<file path="config.mk">
export PLATFORM = sky130hd
export DESIGN_NAME = nonce_dispatcher
export DESIGN_NICKNAME = d
export VERILOG_FILES = /design/src/rtl/nonce_dispatcher.sv
export SDC_FILE = /design/constraint.sdc
export NUM_CORES = 1
export LEC_CHECK = 0
export BUFFER_PORTS_ARGS = -buffer_cell sky130_fd_sc_hd__buf_2
export CAP_MARGIN = 20
export CORE_AREA = 2 2 254 256
export CTS_CLUSTER_DIAMETER = 120
export DETAILED_ROUTE_END_ITERATION = 8
export DIE_AREA = 0 0 256 258
export PLACE_DENSITY = 0.43
export SYNTH_ARGS = -nofsm -noshare
export SYNTH_HDL_FRONTEND = slang
export SYNTH_SLANG_ARGS = --single-unit
</file>
<file path="constraint.sdc">
create_clock -name clk -period 4.7 [get_ports clk]
set_input_delay 0.235 -clock clk [delete_from_list [all_inputs] [get_ports clk]]
set_output_delay 0.235 -clock clk [all_outputs]
set_load 0.005 [all_outputs]
</file>
<file path="src/rtl/nonce_dispatcher.sv">
`default_nettype none
// ============================================================================
// Module      : nonce_dispatcher
// Description : Hands nonces from a generator to a hash core one at a time
//               and compares each hash against a difficulty target.
// Revision    : 1.0 - initial release
// ============================================================================
module nonce_dispatcher #(
    parameter int HASH_W = 256
) (
    input  logic              clk,
    input  logic              n_rst,
    input  logic              start,
    input  logic              abort,
    input  logic [HASH_W-1:0] target,
    input  logic [31:0]       nonce_in,
    input  logic              overflow_in,
    output logic              gen_enable,
    output logic              gen_reset,
    output logic              job_valid,
    input  logic              job_ready,
    output logic [31:0]       job_nonce,
    input  logic              hash_valid,
    input  logic [HASH_W-1:0] hash,
    output logic              busy,
    output logic              found,
    output logic [31:0]       found_nonce,
    output logic              exhausted,
    output logic [31:0]       hash_count
);

    typedef enum logic [2:0] {
        S_IDLE      = 3'd0,
        S_RESTART   = 3'd1,
        S_ISSUE     = 3'd2,
        S_WAIT_HASH = 3'd3,
        S_FOUND     = 3'd4,
        S_EXHAUSTED = 3'd5
    } state_t;

    state_t      r_state;
    state_t      w_next;
    logic [31:0] r_inflight;
    logic        r_last;
    logic [31:0] r_found_nonce;
    logic [31:0] r_hash_count;
    logic        w_xfer;
    logic        w_result;
    logic        w_hit;
    logic        w_launch;

    assign w_hit = (hash < target);

    always_comb begin
        w_next     = r_state;
        job_valid  = 1'b0;
        job_nonce  = 32'd0;
        gen_enable = 1'b0;
        gen_reset  = 1'b0;
        w_xfer     = 1'b0;
        w_result   = 1'b0;
        w_launch   = 1'b0;
        case (r_state)
            S_IDLE, S_FOUND, S_EXHAUSTED: begin
                if (start) begin
                    w_next   = S_RESTART;
                    w_launch = 1'b1;
                end
            end
            S_RESTART: begin
                gen_reset = 1'b1;
                w_next    = S_ISSUE;
            end
            S_ISSUE: begin
                job_nonce = nonce_in;
                job_valid = 1'b1;
                if (job_ready) begin
                    gen_enable = 1'b1;
                    w_xfer     = 1'b1;
                    w_next     = S_WAIT_HASH;
                end
            end
            S_WAIT_HASH: begin
                if (hash_valid) begin
                    w_result = 1'b1;
                    if (w_hit)
                        w_next = S_FOUND;
                    else if (r_last)
                        w_next = S_EXHAUSTED;
                    else
                        w_next = S_ISSUE;
                end
            end
            default: w_next = S_IDLE;
        endcase
        // Abort overrides everything decided above in the same cycle.
        if (abort) begin
            w_next     = S_IDLE;
            job_valid  = 1'b0;
            gen_enable = 1'b0;
            w_xfer     = 1'b0;
            w_result   = 1'b0;
            w_launch   = 1'b0;
        end
    end

    always_ff @(posedge clk or negedge n_rst) begin
        if (!n_rst) begin
            r_state       <= S_IDLE;
            r_inflight    <= 32'd0;
            r_last        <= 1'b0;
            r_found_nonce <= 32'd0;
            r_hash_count  <= 32'd0;
        end else begin
            r_state <= w_next;
            if (w_launch) begin
                r_hash_count  <= 32'd0;
                r_found_nonce <= 32'd0;
            end
            if (w_xfer) begin
                r_inflight <= nonce_in;
                r_last     <= overflow_in;
            end
            if (w_result) begin
                if (r_hash_count != 32'hFFFF_FFFF)
                    r_hash_count <= r_hash_count + 32'd1;
                if (w_hit)
                    r_found_nonce <= r_inflight;
            end
        end
    end

    assign busy        = (r_state == S_RESTART) || (r_state == S_ISSUE) ||
                         (r_state == S_WAIT_HASH);
    assign found       = (r_state == S_FOUND);
    assign exhausted   = (r_state == S_EXHAUSTED);
    assign found_nonce = r_found_nonce;
    assign hash_count  = r_hash_count;

endmodule
`default_nettype wire

</file>
==> impl_metrics.csv <==
group,metric,value,unit
worst_setup_path,r2r-start,"hash_count[3]$_DFF_PN0_",
clocking,hold_buffers,0,
pwr,intPower,2.01,mW
clocking,cts_tree,"yes",
drt,ant_nets,0,
timing,hold_viol,4,
worst_setup_path,ff2ff_path_depth,9,
synth,synth_edf_count,0,
synth,synth_warnings,0,
timing,layout_min_cycle_time,3.77,ns
clocking,cts_max_path_buffers,2,
drt,drt-vias-per-instance,4.12,
floorplanning,core-area,63600,µm²
drt,drc,0,
layout,fillers,7221,
clocking,clk-insertion-delay-late,0.36,ns
worst_setup_path,r2r_end,"hash_count[23]$_DFF_PN0_",
worst_hold_path,hp-class,"input pin to asynchronous set/reset pin",
synth,synth_top_cell_by_area,"ha_1",
timing,fin_setup_tns,0,ns
pwr,vdd_drop_max,0.000185,V
timing,whs,-0.0151,ns
synth,synth_area_leaders,"ha_1 29%, dfrtp_1 23%, inv_1 10%, nand2_1 5.0%, a21oi_1 4.6%",
floorplanning,die_w,256,µm
layout,finalNetCount,2846,
layout,multi_input_area,7270,µm²
clocking,clock_sinks,100,
clocking,htree_num_levels,3,
drt,num_vias,12000,
place,hpwlAfterDp,43.8,mm
timing,fin_crit_sh,80.2,%
worst_setup_path,reg2reg_slack,1.82,ns
clocking,cts_buffers,9,
pwr,switching_share,33.3,%
global_routing,grt_pass1_wl,73.0,mm
timing,skew,0.00835,ns
worst_setup_path,start_kind,"input pin",
clocking,clkTransAtPathRegs,0.07,ns
timing,finalMaxSlewViolations,0,
floorplanning,die_y,258,µm
global_routing,overflow,0,
pwr,comb_power_share,37.5,%
drt,wl_per_cell,16.7,µm
layout,area_growth,42.1,%
timing,setup_viol,0,
worst_setup_path,critPathCaptureType,"register",
pwr,p_sw,1.00,mW
global_routing,grt_max_degree,68,
drt,first_iter_violations,590,
pwr,power.share.sequential,35.9,%
clocking,cts_resized,0,
synth,synthDistinctLibCells,57,
timing,worst-slew-pin-transition,0.958,ns
drt,dr.pass1.iters,4,
run_status,violations,"hold timing",
floorplanning,dieArea,66000,µm²
worst_setup_path,startpoint,"target[123]",
synth,avgSynthCellArea,7.89,µm²
floorplanning,io_pins,653,
synth,synth_area,11000,µm²
synth,synth_nets,2199,
place,port_buffers,652,
synth,synth_common_cells,"298 x inv_1, 256 x ha_1, 145 x nand2_1",
pwr,power_density,193,nW/µm²
synth,ys_ff_latch,100,
pwr,p_leak,9.23,nW
pwr,pwr-share-clk,26.7,%
synth,synthesis.instances,1392,
global_routing,antenna_found_initial,16,
worst_setup_path,critPathCapture,"found_nonce[14]$_DFF_PN0_",
run_status,outcome,"complete, but fails checks",
clocking,post_cts_buffers,0,
synth,synth.top_cell.area_share,29.1,%
synth,synthArstFlopShare,100,%
job,drv_cap,0,
worst_setup_path,worst-path-max-fanout,32,
clocking,cts-root-buf,"clkbuf_16",
global_routing,track_usage,14.4,%
worst_setup_path,crit_required,4.97,ns
layout,design_area,15600,µm²
synth,ys_seq_area_share,22.8,%
global_routing,first_global_vias,12300,
floorplanning,fp-row-count,93,
drt,drt_wl_total,48.6,mm
synth,synth_ff_type,"dfrtp_1",
place,routabilityCongestion,0.996,
layout,drive_above_1_share,33.8,%
place,place_area,15300,µm²
timing,rsz0062_at_grt,"no",
synth,yosysMostFrequentCell,"inv_1",
timing,fmax,265,MHz
worst_setup_path,crit_type,"input pin to register",
worst_setup_path,cp.arrival,4.04,ns
floorplanning,start_util,17.3,%
pwr,p_total,3.01,mW
timing,relSlewSlack,35.3,%
layout,regArea,2500,µm²
metal layers:
metal	GRT usage [%]	share of wire (%)	vias up
met5	0	0.11	-
met4	3.77	1.6	8
met3	2.86	5.2	45
met2	25.4	50	387
met1	17.7	43	5480
li1	-	-	6077
kinds of logic after synthesis:
kind of cell	Yosys count	share of synthesized area (%)
flops	100	22.8
xor+xnor	10	0.797
fa+ha+maj	256	29.1
buf+inv	320	11.2
compound gates	263	14.2
mux	35	3.19
simple gates	408	18.7
critical path, stage by stage:
cell and delay (ns):
buf_2 0.08, inv_1 0.04, ha_1 0.29, nand3_1 0.12, nor4_1 0.62, nand4_1 0.46, nor4_1 0.59, nand4_1 0.26
o221ai_2 0.38, a211oi_4 0.11, nand3_4 0.55, mux2i_1 0.27
power by group through the flow:
stage / logic (mW) / clock network (mW) / registers [mW]
2_1_floorplan: 0.602 / 0 / 1.09
4_1_cts: 1.15 / 0.834 / 1.08
6_report: 1.13 / 0.803 / 1.08
5_1_grt: 1.31 / 0.872 / 1.10
3_3_place_gp: 1.13 / 0 / 1.09
3_5_place_dp: 1.14 / 0 / 1.10
stage by stage:
stage / utilization (%) / setup WS, ns / hold WS (ns) / instances
global placement: 24.0 / 0.505 / 0.426 / 2883
global route: 24.5 / 0.632 / 0.0601 / 2911
finish: 24.5 / 0.930 / -0.0151 / 2911
CTS: 24.5 / 0.787 / 0.0329 / 2899
detailed placement: 24.0 / 0.408 / 0.421 / 2883
floorplan: - / 2.22 / -0.0606 / 1392
sequential cells by signal, summed over array words and instances, names as in the netlist:
| name | flops |
|---|---|
| found_nonce | 32 |
| hash_count | 32 |
| r_inflight | 32 |
| r_last | 1 |
| r_state | 3 |
worst min path at each step:
stage	cells past startpoint	slack, ns	end
4_1_cts	1	0.03	hash_count[9]$_DFF_PN0_
3_5_place_dp	1	0.42	hash_count[9]$_DFF_PN0_
2_1_floorplan	0	-0.06	found_nonce[0]$_DFF_PN0_
5_1_grt	1	0.06	hash_count[8]$_DFF_PN0_
6_report	1	-0.02	hash_count[8]$_DFF_PN0_
3_3_place_gp	1	0.43	hash_count[9]$_DFF_PN0_
final cells by class:
type	count	area share (%)
flip-flops and latches	100	16.0
well taps	855	6.85
repair buffers	658	21.2
diodes	12	0.192
inverters	298	7.16
clock inverters	6	0.553
multi-input cells	972	46.6
clock buffers	10	1.47
placed cells by master (no fill, tap or decap), types with 3 or more instances in the layout:
| cell | netlist | final |
|---|---|---|
| inv_1 | 298 | 298 |
| o211ai_1 | 6 | 6 |
| nand2_1 | 145 | 145 |
| a221oi_1 | 5 | 5 |
| a21o_1 | 19 | 19 |
| diode_2 | 0 | 12 |
| ha_1 | 256 | 256 |
| or2_2 | 3 | 3 |
| o31ai_1 | 3 | 3 |
| nand4_1 | 55 | 55 |
| buf_2 | 3 | 651 |
| a211oi_1 | 14 | 14 |
| and2_1 | 36 | 36 |
| nand2b_1 | 4 | 4 |
| and3_1 | 4 | 4 |
| nor4_1 | 13 | 13 |
| xor2_1 | 8 | 8 |
| buf_4 | 0 | 7 |
| o221ai_1 | 3 | 3 |
| mux2i_1 | 35 | 35 |
| or3_1 | 4 | 4 |
| nand3_1 | 55 | 54 |
| and4_1 | 8 | 8 |
| nor2_1 | 46 | 46 |
| nor3_2 | 3 | 3 |
| nor2b_1 | 4 | 4 |
| o21ai_0 | 84 | 84 |
| a2111oi_0 | 3 | 3 |
| a21oi_1 | 102 | 102 |
| clkbuf_16 | 0 | 9 |
| nor3_1 | 16 | 16 |
| dfrtp_1 | 100 | 100 |
| o31a_1 | 3 | 3 |
Power figures use the tool's default switching activity.
